<file path="src/rtl/serial_subtractor_if.sv">
// Handshake and operand/result bundle for the bit-serial subtractor.
//   master : drives start, a, b, b_in; observes busy, done, diff, b_out, ovf, zero
//   slave  : the subtractor side of the same signals
interface serial_subtractor_if #(
  parameter int N = 16
);
  logic         start;
  logic [N-1:0] a;
  logic [N-1:0] b;
  logic         b_in;
  logic         busy;
  logic         done;
  logic [N-1:0] diff;
  logic         b_out;
  logic         ovf;
  logic         zero;

  modport master (
    output start, a, b, b_in,
    input  busy, done, diff, b_out, ovf, zero
  );

  modport slave (
    input  start, a, b, b_in,
    output busy, done, diff, b_out, ovf, zero
  );
endinterface

</file>
<file path="src/rtl/serial_subtractor.sv">
// Bit-serial two's-complement subtractor: diff = a - b - b_in (mod 2^N),
// one bit per clock, LSB first, with a start/busy/done handshake.
//   clk   : rising-edge clock
//   rst_n : asynchronous active-low reset
//   bus   : serial_subtractor_if.slave (start, a, b, b_in in;
//           busy, done, diff, b_out, ovf, zero out)
// Results are registered and held until the next operation completes.
//
// state | meaning
// ------+--------------------------------------------------------
// IDLE  | waiting for start
// SHIFT | processing one bit per clock, busy high
// DONE  | one-cycle done pulse; start here begins the next op
module serial_subtractor #(
  parameter int N  = 16,
  parameter int CW = 5
) (
  input logic                clk,
  input logic                rst_n,
  serial_subtractor_if.slave bus
);

  typedef enum logic [1:0] {IDLE, SHIFT, DONE} state_t;

  state_t        state;
  logic [N-1:0]  a_sh;
  logic [N-1:0]  b_sh;
  logic [N-1:0]  res;
  logic          br;
  logic [CW-1:0] count;
  // Operand sign bits are kept aside because the shift registers lose them.
  logic          a_msb;
  logic          b_msb;

  logic          busy_r;
  logic          done_r;
  logic [N-1:0]  diff_r;
  logic          b_out_r;
  logic          ovf_r;
  logic          zero_r;

  logic          d;
  logic          br_nxt;
  logic [N-1:0]  res_nxt;

  always_comb begin
    d       = a_sh[0] ^ b_sh[0] ^ br;
    br_nxt  = (~a_sh[0] & b_sh[0]) | (~(a_sh[0] ^ b_sh[0]) & br);
    res_nxt = {d, res[N-1:1]};
  end

  always_ff @(posedge clk or negedge rst_n) begin
    if (!rst_n) begin
      state   <= IDLE;
      a_sh    <= '0;
      b_sh    <= '0;
      res     <= '0;
      br      <= 1'b0;
      count   <= '0;
      a_msb   <= 1'b0;
      b_msb   <= 1'b0;
      busy_r  <= 1'b0;
      done_r  <= 1'b0;
      diff_r  <= '0;
      b_out_r <= 1'b0;
      ovf_r   <= 1'b0;
      zero_r  <= 1'b0;
    end else begin
      case (state)
        IDLE, DONE: begin
          done_r <= 1'b0;
          if (bus.start) begin
            state  <= SHIFT;
            a_sh   <= bus.a;
            b_sh   <= bus.b;
            br     <= bus.b_in;
            a_msb  <= bus.a[N-1];
            b_msb  <= bus.b[N-1];
            count  <= '0;
            busy_r <= 1'b1;
          end else begin
            state <= IDLE;
          end
        end
        SHIFT: begin
          a_sh  <= a_sh >> 1;
          b_sh  <= b_sh >> 1;
          br    <= br_nxt;
          res   <= res_nxt;
          count <= count + 1'b1;
          if (count == CW'(N - 1)) begin
            state   <= DONE;
            busy_r  <= 1'b0;
            done_r  <= 1'b1;
            diff_r  <= res_nxt;
            b_out_r <= br_nxt;
            zero_r  <= (res_nxt == '0);
            // d is the MSB of the final result.
            ovf_r   <= (a_msb != b_msb) & (d != a_msb);
          end
        end
        default: state <= IDLE;
      endcase
    end
  end

  assign bus.busy  = busy_r;
  assign bus.done  = done_r;
  assign bus.diff  = diff_r;
  assign bus.b_out = b_out_r;
  assign bus.ovf   = ovf_r;
  assign bus.zero  = zero_r;

endmodule

</file>
<file path="src/flat_wrapper.sv">
// flat-port wrapper written by rule: the top's interface ports become plain ports
module serial_subtractor_flat 
#(
  parameter int N  = 16,
  parameter int CW = 5
)
  (clk, rst_n, bus_start, bus_a, bus_b, bus_b_in, bus_busy, bus_done, bus_diff, bus_b_out, bus_ovf, bus_zero);
  serial_subtractor_if #(.N(N)) bus_i ();
  input logic clk;
  input logic rst_n;
  input wire logic [$bits(bus_i.start)-1:0] bus_start;
  input wire logic [$bits(bus_i.a)-1:0] bus_a;
  input wire logic [$bits(bus_i.b)-1:0] bus_b;
  input wire logic [$bits(bus_i.b_in)-1:0] bus_b_in;
  output wire logic [$bits(bus_i.busy)-1:0] bus_busy;
  output wire logic [$bits(bus_i.done)-1:0] bus_done;
  output wire logic [$bits(bus_i.diff)-1:0] bus_diff;
  output wire logic [$bits(bus_i.b_out)-1:0] bus_b_out;
  output wire logic [$bits(bus_i.ovf)-1:0] bus_ovf;
  output wire logic [$bits(bus_i.zero)-1:0] bus_zero;
  assign bus_i.start = bus_start;
  assign bus_i.a = bus_a;
  assign bus_i.b = bus_b;
  assign bus_i.b_in = bus_b_in;
  assign bus_busy = bus_i.busy;
  assign bus_done = bus_i.done;
  assign bus_diff = bus_i.diff;
  assign bus_b_out = bus_i.b_out;
  assign bus_ovf = bus_i.ovf;
  assign bus_zero = bus_i.zero;
  serial_subtractor #(.N(N), .CW(CW)) u_core (.clk(clk), .rst_n(rst_n), .bus(bus_i));
endmodule
</file>
<file path="config.mk">
export PLATFORM = sky130hd
export DESIGN_NAME = serial_subtractor_flat
export DESIGN_NICKNAME = d
export VERILOG_FILES = /design/src/rtl/serial_subtractor_if.sv /design/src/rtl/serial_subtractor.sv /design/src/flat_wrapper.sv
export SDC_FILE = /design/constraint.sdc
export NUM_CORES = 1
export LEC_CHECK = 0
export ABC_CLOCK_PERIOD_IN_PS = 2500
export BUFFER_PORTS_ARGS = -buffer_cell sky130_fd_sc_hd__buf_4
export CAP_MARGIN = 20
export CORE_ASPECT_RATIO = 0.8
export CORE_MARGIN = 4
export CORE_UTILIZATION = 50
export CTS_CLUSTER_DIAMETER = 80
export DETAILED_ROUTE_END_ITERATION = 7
export HOLD_SLACK_MARGIN = 0.12
export PLACE_DENSITY_LB_ADDON = 0.08
export SYNTH_ARGS = -nofsm -noshare
export SYNTH_HDL_FRONTEND = slang
export SYNTH_SLANG_ARGS = --single-unit
</file>
<file path="constraint.sdc">
create_clock -name clk -period 2.5 [get_ports clk]
set_input_delay 0 -clock clk [delete_from_list [all_inputs] [get_ports clk]]
set_output_delay 0 -clock clk [all_outputs]
set_load 0.005 [all_outputs]
</file>
[After elaboration in Yosys (flattened, before gate mapping)]
Index checks and enable logic that the tools add are counted.
Widths: inputs -> output; s select.
Word-level totals
  bits of input ports: 36
  output and inout port bits: 21
  register bits: 79
  word-level logic and storage cells: 55
Operators by class
  reduce and logical (&&, ||, !) cells: 9
  multiplexer cells: 16
  $add $sub $neg: 1
  bitwise logic cells: 8
  equal/unequal tests: 7
Operators with widths (count)
  $pmux 16 s2: 2
  $mux 16: 2
  $logic_not 16->1: 1
  $pmux 5 s2: 1
  $reduce_and 2->1: 4
  $pmux 1 s2: 3
  $add 5x1->5 const B: 1
  $eq 5x4->1 const B: 1
  $mux 1: 5
  $mux 5: 1
  $pmux 2 s2: 1
  $and 1x1->1: 3
  $reduce_and 3->1: 1
  $eq 2x1->1 const B: 1
  $eq 2x2->1 const B: 1
  $logic_not 2->1: 1
  $mux 2: 1
  $ne 1x1->1: 2
  $ne 2x1->1 const B: 1
  $ne 2x2->1 const B: 1
  $not 1->1: 2
  $reduce_bool 2->1: 1
  $reduce_or 2->1: 1
  $xor 1x1->1: 2
  $or 1x1->1: 1

[Logic depth before layout (Yosys ltp)]
  word-level depth: 5
  depth in mapped cells: 7
  depth with buffers taken out: 6

[Worst setup path after synthesis]
No wires, ideal clock.
  path type: register to register
  start: register u_core.count[0]
  end: register u_core.diff_r[0] (netlist: u_core.bus.diff[0])
  path slack: 0.721 ns
  clock period less this slack: 1.779 ns
  buffers on the path: 1
  arrival: 1.654 ns
  setup time: 0.125 ns
  required time: 2.375 ns
  cell stages (with the launch flop): 7
  cell sequence: dfrtp_1 > ha_1 > and3_1 > ha_1 > nand3b_2 > buf_2 > mux2_2
On the way
  word-level cells in the longest chain between the ends: 2
Ends and longest elaborated chain
  start: declaration: RTL line serial_subtractor.sv:30  | logic [CW-1:0] count;
  start signal: assignment: RTL line serial_subtractor.sv:90  | count <= count + 1'b1;
  $eq 5x4->1: RTL line serial_subtractor.sv:91  | if (count == CW'(N - 1)) begin
  $reduce_and 2->1 (no line)
  end signal: assignment: RTL line serial_subtractor.sv:95  | diff_r <= res_nxt;
  end: declaration: RTL line serial_subtractor.sv:37  | logic [N-1:0] diff_r;
Every way passes these cells.
A chain may end at the register's enable or synchronous reset.

[Worst setup path in the final report]
  start: register u_core.count[0]
  end: register u_core.diff_r[11] (netlist: u_core.bus.diff[11])
Same word-level chain as after synthesis.

==> impl_metrics.json <==
{
  "r2r_start": "u_core.count[0]",
  "grt_pass1_vias": 2468,
  "area_growth_pct": 31.86,
  "drv_slew": 0,
  "wl_met3_um": 308,
  "peakVddDrop_v": 0.0005425,
  "r2r_cells": 5,
  "h-tree-depth": 3,
  "cts.sinks": 78,
  "wl_per_cell_um": 14.78,
  "critical_path_class": "reg2reg",
  "post_cts_buffers": 0,
  "ys_types": 30,
  "route.antenna.remaining_nets": 0,
  "synth.area.top_cells": "dfrtp_1 (61%), nand2_1 (10%), a22oi_1 (6.8%)",
  "slew_headroom_pct": 35.72,
  "finClkSkew_ns": 0.007647,
  "crit_chain": "ha_1 > and3_1 > ha_1 > nand3b_2 > mux2_2",
  "worst_slew_pin_slew_ns": 0.9643,
  "hpwlAfterDp_um": 4450,
  "wl_met1_um": 3339,
  "setup_viol": 0,
  "hp-start": "bus_start",
  "cp_common_cell": "ha_1",
  "row_count": 25,
  "worst_setup_path_start_kind": "flop",
  "syn-num-nets": 341,
  "async_flop_share_pct": 100.0,
  "cp_slowest_cell": "nand3b_2",
  "ys_seq_area_share_pct": 60.61,
  "die_y_um": 79.79,
  "placed_area_um2": 3704,
  "max-cap-violations": 0,
  "min_period_ns": 1.972,
  "drt_iter0_markers": 200,
  "critPathMaxStageDelay_ns": 0.43,
  "synth_top_area_share_pct": 60.61,
  "ys_seq_elements": 78,
  "fin_nets": 429,
  "rrSetupSlack_ns": 0.53,
  "ctsLongestPathBuffers": 2,
  "die_x_um": 97.73,
  "wl_met2_um": 3294,
  "clock_latency_ns": 0.34,
  "yosys_warnings": 0,
  "diodes": 0,
  "synth.most_common_cell": "nand2_1",
  "cp.required_ns": 2.73,
  "ys_top_cells_by_count": "nand2_1 (86), dfrtp_1 (78), nand3_1 (30), a22oi_1 (29), mux2_2 (16)",
  "final_cells": 475,
  "tritoncts": "built",
  "fmax_ghz": 0.5072,
  "viasPerCell": 5.293,
  "path_max_fanout": 21,
  "finalCritPeriodShare_pct": 78.87,
  "wl_um": 7020,
  "hold_path_class": "in2reg",
  "end_kind": "flop",
  "place_congestion": 0.7230,
  "min_to": "u_core.bus.busy",
  "cts_buffers": 9,
  "drc": 0,
  "fillers": 477,
  "final.setup.tns_ns": 0,
  "initial_utilization_pct": 53.07,
  "cts-root-buf": "clkbuf_8",
  "syn-cell-area_um2": 3221,
  "coreArea_um2": 6068,
  "ios": 57,
  "finalHoldViolations": 0,
  "final_area_um2": 4247,
  "clk_pin_slew_ns": 0.07,
  "startpoint": "u_core.count[0]",
  "rsz0062_at_grt": "no",
  "powerDensity_nw_per_um2": 1191,
  "hold_depth": 5,
  "synth_area_leader_cell": "dfrtp_1",
  "placed_cells": 426,
  "synth_edf_count": 0,
  "port_buffers": 56,
  "firstDrtPassIters": 4,
  "fin_hold_ws_ns": 0.2469,
  "postSynthAreaPerCell_um2": 10.66,
  "grt_max_degree": 79,
  "grt_pass1_wl_um": 12130,
  "status": "completed",
  "arrival_ns": 2.20,
  "syn_inst": 302,
  "cellLeakagePower_uw": 0.002128,
  "grtUsageTotal_pct": 19.80,
  "drive_gt1_share_pct": 24.62,
  "antenna_found_initial": 0,
  "grt_remaining_overflow": 0,
  "r2r_end": "u_core.bus.diff[11]",
  "die-area_um2": 7797,
  "top_layer": "met4",
  "vias": 2514,
  "yosys_most_used_dff": "dfrtp_1"
}
-- registers in the layout, indices dropped and copies added (netlist names) --
name and flops:
u_core.bus.ovf 1, u_core.b_sh 16, u_core.bus.b_out 1, u_core.res 15, u_core.bus.diff 16, u_core.a_msb 1
u_core.b_msb 1, u_core.count 5, u_core.bus.busy 1, u_core.state 2, u_core.a_sh 16, u_core.br 1
u_core.bus.zero 1, u_core.bus.done 1
-- worst max-delay path by stage --
stage / endpoint / slack [ns] / cells past startpoint
after floorplan: u_core.bus.diff[0] / 0.72 / 6
after global placement: u_core.bus.diff[1] / 0.57 / 5
after detailed placement: u_core.bus.diff[11] / 0.51 / 5
after CTS: u_core.bus.diff[8] / 0.50 / 5
after global routing: u_core.bus.ovf / 0.37 / 6
final: u_core.bus.diff[11] / 0.53 / 5
-- area by class of cell --
class	instances	area, um^2	area share (%)
sequential	78	1952	45.96
multi-input combinational	199	1155	27.20
timing repair buffer	98	820.8	19.33
clock buffer	10	127.6	3.005
tap	81	101.3	2.387
clock inverter	5	75.07	1.768
inverter	4	15.01	0.3536
-- layout by cell type, fill, tap and decap left out, types with 2 or more instances in the layout --
cell type	n
a221o_1	2
a22o_1	3
a22oi_1	29
buf_4	64
bufinv_16	2
clkbuf_8	9
clkinv_2	3
dfrtp_1	78
dlygate4sd3_1	34
ha_1	2
inv_1	4
mux2_2	16
mux2i_1	2
nand2_1	86
nand3_1	30
nand4_1	2
nor2_1	5
nor4_1	4
o21ai_0	5
-- layer usage --
| metal | vias to the layer above | global-route usage [%] |
|---|---|---|
| li1 | 1217 | - |
| met1 | 1229 | 28.29 |
| met2 | 58 | 29.00 |
| met3 | 10 | 5.852 |
| met4 | 0 | 6.777 |
| met5 | - | 0 |
-- where the power goes --
part / total (uW) / internal (uW) / switching, uW
Sequential: 2250 / 1850 / 397
Clock: 984 / 552 / 432
Combinational: 1830 / 879 / 950
-- cell families after synthesis --
| logic type | Yosys count | share of synthesized area (%) |
|---|---|---|
| adders and majority gates | 3 | 1.399 |
| and+or+nand+nor | 136 | 18.45 |
| DFF | 78 | 60.61 |
| AOI/OAI and AO/OA | 42 | 9.635 |
| buffers and inverters | 25 | 3.690 |
| muxes | 18 | 6.216 |
-- per-stage QoR --
stage	total power (uW)	setup WS [ns]	utilization (%)
floorplan	3368	0.7214	-
global placement	4003	0.5689	61.03
detailed placement	4074	0.5083	61.03
CTS	5112	0.5023	69.98
global route	5467	0.3737	69.98
finish	5058	0.5283	69.98
-- critical path: cells and delay by family, from the launching register on --
family / cells / cell delay, ns
adder cells (fa/ha/maj): 2 / 0.43
flip-flops: 1 / 0.41
multiplexers: 1 / 0.40
AND/OR/NAND/NOR: 2 / 0.61
-- what timing repair did --
item,4_1_cts,5_1_grt
resized for setup,0,0
hold buffers,34,0
endpoints found under the hold margin,113,0
(Power assumes the default switching activity.)
